--- config.mk ---
export PLATFORM = sky130hd
export DESIGN_NAME = share_encoder_prng_flat
export DESIGN_NICKNAME = d
export VERILOG_FILES = /design/src/rtl/share_encoder_prng_pkg.sv /design/src/rtl/share_encoder_prng_if.sv /design/src/rtl/share_encoder_prng_lfsr5.sv /design/src/rtl/share_encoder_prng.sv /design/src/flat_wrapper.sv
export SDC_FILE = /design/constraint.sdc
export NUM_CORES = 1
export LEC_CHECK = 0
export CORE_UTILIZATION = 40
export CTS_CLUSTER_SIZE = 25
export DETAILED_ROUTE_END_ITERATION = 10
export PLACE_DENSITY = 0.76
export SETUP_SLACK_MARGIN = 0.15
export SLEW_MARGIN = 20
export SYNTH_ARGS = -nofsm -noshare
export SYNTH_HDL_FRONTEND = slang
export SYNTH_SLANG_ARGS = --single-unit
--- constraint.sdc ---
create_clock -name clk -period 2.15 [get_ports clk]
set_clock_uncertainty 0.15 [all_clocks]
set_input_delay 0.215 -clock clk [delete_from_list [all_inputs] [get_ports clk]]
set_output_delay 0.215 -clock clk [all_outputs]
set_load 0.02 [all_outputs]
--- src/rtl/share_encoder_prng_pkg.sv ---
// Shared constants, FSM state type and the 5-step LFSR next-state function
// for the share encoder and its PRNG.
package share_encoder_prng_pkg;

    localparam int          LFSR_W_DEF   = 32;
    // Feedback taps: bits 31, 21, 1, 0
    localparam logic [31:0] LFSR_TAPS    = 32'h8020_0003;
    localparam logic [31:0] SEED_DEF     = 32'hACE1_2BAD;
    localparam int          WARMUP_DEF   = 16;

    typedef enum logic {
        ST_WARMUP = 1'b0,
        ST_RUN    = 1'b1
    } state_t;

    // Five single-bit shifts; the newest bit lands in s[0], so after the
    // call s[4:0] holds the five fresh bits (s[0] the last one produced).
    function automatic logic [31:0] lfsr_step5(input logic [31:0] s);
        logic [31:0] t;
        t = s;
        for (int i = 0; i < 5; i++) begin
            t = {t[30:0], ^(t & LFSR_TAPS)};
        end
        return t;
    endfunction

endpackage

--- src/rtl/share_encoder_prng_if.sv ---
// Handshake bundle between the upstream producer, the share encoder and the
// downstream XOR gadget.
interface share_encoder_prng_if;

    // Both sides use valid/ready: a beat transfers on a rising clk edge where
    // valid && ready; valid never depends on ready and the payload stays
    // stable while valid && !ready.
    logic in_valid;
    logic in_ready;
    logic a;
    logic b;
    logic out_valid;
    logic out_ready;
    logic A0;
    logic A1;
    logic B0;
    logic B1;
    logic r0;
    logic r1;
    logic r2;

    modport slave (
        input  in_valid, a, b, out_ready,
        output in_ready, out_valid, A0, A1, B0, B1, r0, r1, r2
    );

    modport master (
        output in_valid, a, b, out_ready,
        input  in_ready, out_valid, A0, A1, B0, B1, r0, r1, r2
    );

endinterface

--- src/rtl/share_encoder_prng_lfsr5.sv ---
// Seeded 32-bit Fibonacci LFSR advancing five steps per enabled clock; the
// next five fresh bits are offered combinationally to the share encoder.
module share_encoder_prng_lfsr5
    import share_encoder_prng_pkg::*;
#(
    parameter logic [31:0] SEED_RST = SEED_DEF
) (
    input  logic        clk,
    input  logic        rst_n,
    input  logic        load,
    input  logic [31:0] seed,
    input  logic        adv,
    output logic [4:0]  bits,
    output logic [31:0] state
);

    logic [31:0] s;
    logic [31:0] s_next;

    assign s_next = lfsr_step5(s);
    assign bits   = s_next[4:0];
    assign state  = s;

    // An all-zero state would lock the LFSR, so a zero seed falls back to the default.
    always_ff @(posedge clk or negedge rst_n) begin
        if (!rst_n) begin
            s <= SEED_RST;
        end else if (load) begin
            s <= (seed == 32'h0) ? SEED_RST : seed;
        end else if (adv) begin
            s <= s_next;
        end
    end

endmodule

--- src/rtl/share_encoder_prng.sv ---
// Splits unmasked bits a and b into Boolean shares with fresh LFSR masks and
// emits them, with gadget refresh bits r0..r2, from one registered stage.
module share_encoder_prng
    import share_encoder_prng_pkg::*;
#(
    parameter int                LFSR_W       = LFSR_W_DEF,
    parameter logic [LFSR_W-1:0] DEFAULT_SEED = SEED_DEF,
    parameter int                WARMUP       = WARMUP_DEF
) (
    input  logic                 clk,
    input  logic                 rst_n,
    input  logic                 seed_load,
    input  logic [LFSR_W-1:0]    seed_in,
    share_encoder_prng_if.slave  bus,
    output logic                 busy,
    output state_t               dbg_state,
    output logic [LFSR_W-1:0]    dbg_lfsr
);

    localparam int CNT_W = $clog2(WARMUP) + 1;

    state_t           state;
    logic [CNT_W-1:0] cnt;
    logic             out_valid;
    logic             in_ready;
    logic             accept;
    logic             adv;
    logic [4:0]       fresh;
    logic             a0_q, a1_q, b0_q, b1_q, r0_q, r1_q, r2_q;

    assign in_ready = (state == ST_RUN) && (!out_valid || bus.out_ready);
    // A reseed in the same cycle wins; the offered input is left untaken.
    assign accept   = bus.in_valid && in_ready && !seed_load;
    assign adv      = (state == ST_WARMUP) || accept;

    share_encoder_prng_lfsr5 #(
        .SEED_RST (DEFAULT_SEED)
    ) u_lfsr (
        .clk   (clk),
        .rst_n (rst_n),
        .load  (seed_load),
        .seed  (seed_in),
        .adv   (adv),
        .bits  (fresh),
        .state (dbg_lfsr)
    );

    always_ff @(posedge clk or negedge rst_n) begin
        if (!rst_n) begin
            state     <= ST_WARMUP;
            cnt       <= '0;
            out_valid <= 1'b0;
            a0_q      <= 1'b0;
            a1_q      <= 1'b0;
            b0_q      <= 1'b0;
            b1_q      <= 1'b0;
            r0_q      <= 1'b0;
            r1_q      <= 1'b0;
            r2_q      <= 1'b0;
        end else if (seed_load) begin
            state     <= ST_WARMUP;
            cnt       <= '0;
            out_valid <= 1'b0;
        end else begin
            case (state)
                ST_WARMUP: begin
                    if (cnt == CNT_W'(WARMUP - 1)) begin
                        state <= ST_RUN;
                        cnt   <= '0;
                    end else begin
                        cnt <= cnt + 1'b1;
                    end
                end
                default: begin
                    state <= ST_RUN;
                end
            endcase

            if (accept) begin
                out_valid <= 1'b1;
                a0_q      <= bus.a ^ fresh[0];
                a1_q      <= fresh[0];
                b0_q      <= bus.b ^ fresh[1];
                b1_q      <= fresh[1];
                r0_q      <= fresh[2];
                r1_q      <= fresh[3];
                r2_q      <= fresh[4];
            end else if (out_valid && bus.out_ready) begin
                out_valid <= 1'b0;
            end
        end
    end

    assign bus.in_ready  = in_ready;
    assign bus.out_valid = out_valid;
    assign bus.A0        = a0_q;
    assign bus.A1        = a1_q;
    assign bus.B0        = b0_q;
    assign bus.B1        = b1_q;
    assign bus.r0        = r0_q;
    assign bus.r1        = r1_q;
    assign bus.r2        = r2_q;
    assign busy          = (state == ST_WARMUP);
    assign dbg_state     = state;

endmodule

--- src/flat_wrapper.sv ---
// flat-port wrapper written by rule: the top's interface ports become plain ports
module share_encoder_prng_flat import share_encoder_prng_pkg::*;
#(
    parameter int                LFSR_W       = LFSR_W_DEF,
    parameter logic [LFSR_W-1:0] DEFAULT_SEED = SEED_DEF,
    parameter int                WARMUP       = WARMUP_DEF
)
  (clk, rst_n, seed_load, seed_in, busy, dbg_state, dbg_lfsr, bus_in_valid, bus_a, bus_b, bus_out_ready, bus_in_ready, bus_out_valid, bus_A0, bus_A1, bus_B0, bus_B1, bus_r0, bus_r1, bus_r2);
  share_encoder_prng_if bus_i ();
  input  logic clk;
  input  logic rst_n;
  input  logic seed_load;
  input  logic [LFSR_W-1:0] seed_in;
  output logic busy;
  output state_t dbg_state;
  output logic [LFSR_W-1:0] dbg_lfsr;
  input wire logic [$bits(bus_i.in_valid)-1:0] bus_in_valid;
  input wire logic [$bits(bus_i.a)-1:0] bus_a;
  input wire logic [$bits(bus_i.b)-1:0] bus_b;
  input wire logic [$bits(bus_i.out_ready)-1:0] bus_out_ready;
  output wire logic [$bits(bus_i.in_ready)-1:0] bus_in_ready;
  output wire logic [$bits(bus_i.out_valid)-1:0] bus_out_valid;
  output wire logic [$bits(bus_i.A0)-1:0] bus_A0;
  output wire logic [$bits(bus_i.A1)-1:0] bus_A1;
  output wire logic [$bits(bus_i.B0)-1:0] bus_B0;
  output wire logic [$bits(bus_i.B1)-1:0] bus_B1;
  output wire logic [$bits(bus_i.r0)-1:0] bus_r0;
  output wire logic [$bits(bus_i.r1)-1:0] bus_r1;
  output wire logic [$bits(bus_i.r2)-1:0] bus_r2;
  assign bus_i.in_valid = bus_in_valid;
  assign bus_i.a = bus_a;
  assign bus_i.b = bus_b;
  assign bus_i.out_ready = bus_out_ready;
  assign bus_in_ready = bus_i.in_ready;
  assign bus_out_valid = bus_i.out_valid;
  assign bus_A0 = bus_i.A0;
  assign bus_A1 = bus_i.A1;
  assign bus_B0 = bus_i.B0;
  assign bus_B1 = bus_i.B1;
  assign bus_r0 = bus_i.r0;
  assign bus_r1 = bus_i.r1;
  assign bus_r2 = bus_i.r2;
  share_encoder_prng #(.LFSR_W(LFSR_W), .DEFAULT_SEED(DEFAULT_SEED), .WARMUP(WARMUP)) u_core (.clk(clk), .rst_n(rst_n), .seed_load(seed_load), .seed_in(seed_in), .bus(bus_i), .busy(busy), .dbg_state(dbg_state), .dbg_lfsr(dbg_lfsr));
endmodule
==> results.json <==
{
  "worst-setup-path-type": "flop to flop",
  "crit_family": "XOR/XNOR gates",
  "grt_pass1_vias": 1914,
  "timing.final.crit_share_pct": 93.52,
  "htree_levels": 2,
  "synth-edff-count": 0,
  "slowest_delay_ns": 0.58,
  "ys_seq_elements": 46,
  "first_pass_iters": 4,
  "syn_avg_cell_area_sq_um": 10.23,
  "worstMarginPinSlew_ns": 0.5568,
  "cts_tree": "yes",
  "pwr-share-comb_pct": 47.9,
  "cellInternalPower_w": 0.002200,
  "worst_setup_path_end_kind": "flop",
  "cts.clk_slew.worst_paths_ns": 0.08,
  "die_area_sq_um": 5902,
  "synth.area.top_cells": "dfrtp_1 32%, dfstp_2 20%, o21ai_0 7.6%",
  "syn_area_sq_um": 2240,
  "core_sq_um": 5238,
  "maxCapViolations": 0,
  "cp-start-kind": "flop",
  "portBuffers": 81,
  "p_leak_nw": 1.331,
  "antennaDiodeCount": 0,
  "track_usage_pct": 20.62,
  "critPathArrivalTime_ns": 2.04,
  "fin_nets": 352,
  "finalWorstSetupSlack_ns": 0.1393,
  "finalInstanceArea_sq_um": 3347,
  "synth_common_cells": "37 x nand2_1, 34 x o21ai_0, 29 x dfrtp_1",
  "grt.met3_usage_pct": 4.167,
  "switching_share_pct": 34.77,
  "avgRoutedWirePerCell_um": 15.06,
  "antenna_found_initial": 0,
  "met1_usage_pct": 27.81,
  "synth_top_area_share_pct": 32.40,
  "clock-sinks": 46,
  "path_buf_inv": 0,
  "drtIter0Drc": 98,
  "grt_max_degree": 32,
  "layout-drive-gt1-share_pct": 16.61,
  "row_count": 26,
  "die_h_um": 76.83,
  "grt_busiest_layer": "met2",
  "final_max_slew_viol_count": 0,
  "max_freq_mhz": 497.3,
  "slew_headroom_pct": 62.88,
  "grt_util_met2_pct": 33.21,
  "rsz0062_at_grt": "yes",
  "p_per_area_nw_per_um2": 1008,
  "yosysWarnings": 0,
  "p_sw_w": 0.001172,
  "slowest_stage": "dfstp_2",
  "grt_pass1_wl_um": 9515,
  "peakVddDrop_uv": 524.8,
  "overflow": 0,
  "die_w_um": 76.83,
  "wl_um": 5769,
  "route.detailed.drc": 0,
  "numCtsBuffers": 5,
  "pre_cts_ws_ns": -0.07598,
  "initial_core_util_pct": 42.76,
  "path_cells": "xor2_2, xnor3_1, xor3_2, mux2_2",
  "cp.required_ns": 2.18,
  "syn-instance-count": 219,
  "pwr-share-clk_pct": 15.0,
  "yosysMostFrequentCell": "nand2_1",
  "clockBufferDepth": 2,
  "vias": 2047,
  "yosys.area.top_type": "dfrtp_1",
  "ys_types": 35,
  "period_minus_slack_ns": 2.011,
  "routabilityCongestion": 0.8281,
  "p_seq_share_pct": 37.1,
  "synth_ff_type": "dfrtp_1",
  "hpwlAfterDp_um": 4387,
  "placed_cell_area_sq_um": 3218,
  "synth_nets": 259,
  "via_per_inst": 5.345,
  "ys_seq_area_share_pct": 52.35,
  "hold_class": "input port to asynchronous set/reset pin",
  "cp_max_fo": 3,
  "synthToLayoutAreaGrowth_pct": 49.44,
  "postRouteAntennaNets": 0,
  "finalSetupViolCount": 0,
  "clock_latency_ns": 0.30,
  "hold_viol_final": 0,
  "clock-root-buffer": "clkbuf_8",
  "async_reset_ff_share_pct": 100.0,
  "ios": 82,
  "finalPower_w": 0.003372,
  "status": "complete, no violations"
}
[layout make-up]
cell class	instances	area, sq um
well taps	70	87.58
repair buffers	99	968.4
flip-flops and latches	46	1174
inverters	3	11.26
multi-input cells	157	1023
fillers	423	1891
clock inverters	2	10.01
clock buffers	6	72.57
[placed cells by master (no fill, tap or decap), drive strengths merged]
cell,Yosys,routed
xor3,1,1
a311oi,1,1
buf,5,18
o31ai,1,1
o2bb2ai,2,2
a31oi,1,1
o22ai,15,15
dfstp,17,17
nor2b,1,1
o21ai,36,36
clkinv,1,3
mux2,3,3
ha,1,1
a32o,1,1
xnor2,10,10
xnor3,2,2
nand2,37,37
nor3,1,1
inv,2,2
nor4,8,8
a41oi,1,1
clkbuf,8,6
clkdlybuf4s50,0,80
dfrtp,29,29
a21oi,3,3
nand3,3,3
and2,2,2
mux2i,14,14
dlygate4sd3,0,1
nand2b,2,2
nor2,6,6
xor2,3,3
nand4,2,2
[layer usage]
metal  vias up  share of wire, %
met2        96                46
met1       972                45
li1        971                 -
met3         8               7.2
met5         -                 0
met4         0               1.5
[what timing repair did]
item,in CTS,in global routing
hold buffers,1,0
buffers inserted,3,0
endpoints found under the setup margin,1,17
hold endpoints to repair,15,0
pin swaps,1,1
gates resized for setup,0,2
[registers in the layout (all words and copies together), names as in the netlist]
register / count
u_core.bus.r1: 1
u_core.bus.A0: 1
u_core.bus.r0: 1
u_core.bus.B0: 1
u_core.cnt: 5
u_core.dbg_state: 1
u_core.bus.A1: 1
u_core.bus.out_valid: 1
u_core.bus.B1: 1
u_core.bus.r2: 1
u_core.u_lfsr.state: 32
[final timing paths]
path / startpoint / to / slack [ns] / cells past startpoint
min reg2reg: u_core.bus.r0 / u_core.bus.r0 / 0.34 / 2
max: u_core.u_lfsr.state[29] / u_core.bus.A1 / 0.14 / 4
min in group clk: u_core.bus.r0 / u_core.bus.r0 / 0.34 / 2
max in group asynchronous: rst_n / u_core.u_lfsr.state[0] / 0.98 / 3
max reg2reg: u_core.u_lfsr.state[29] / u_core.bus.A1 / 0.14 / 4
min: rst_n / u_core.dbg_state / 0.28 / 2
[power groups by stage]
stage               Clock (W)  Combinational, W  Sequential, W
finish               0.000506           0.00162        0.00125
global route         0.000566           0.00173        0.00128
CTS                  0.000516           0.00160        0.00125
detailed placement          0           0.00152        0.00126
global placement            0           0.00150        0.00126
floorplan                   0          0.000684        0.00143
[logic make-up (layout without fill, tap and decap cells)]
family	after synthesis	count (layout)	synth area share, %
compound gates	61	61	15.53
xor+xnor	16	16	8.604
fa+ha+maj	1	1	0.5586
buf+inv	16	110	2.905
flops	46	46	52.35
mux	17	17	7.765
simple gates	62	62	12.29
[per-stage QoR]
step	std cells	util, %	TNS, ns	hold WS (ns)
detailed placement	371	61.44	-0.4228	0.08202
floorplan	219	-	0	-0.2306
global route	383	63.90	0	0.3415
finish	383	63.90	0	0.2786
global placement	371	61.44	-0.01641	0.08100
CTS	383	63.64	0	0.3002
No activity file was read; power rests on OpenSTA's default activity.
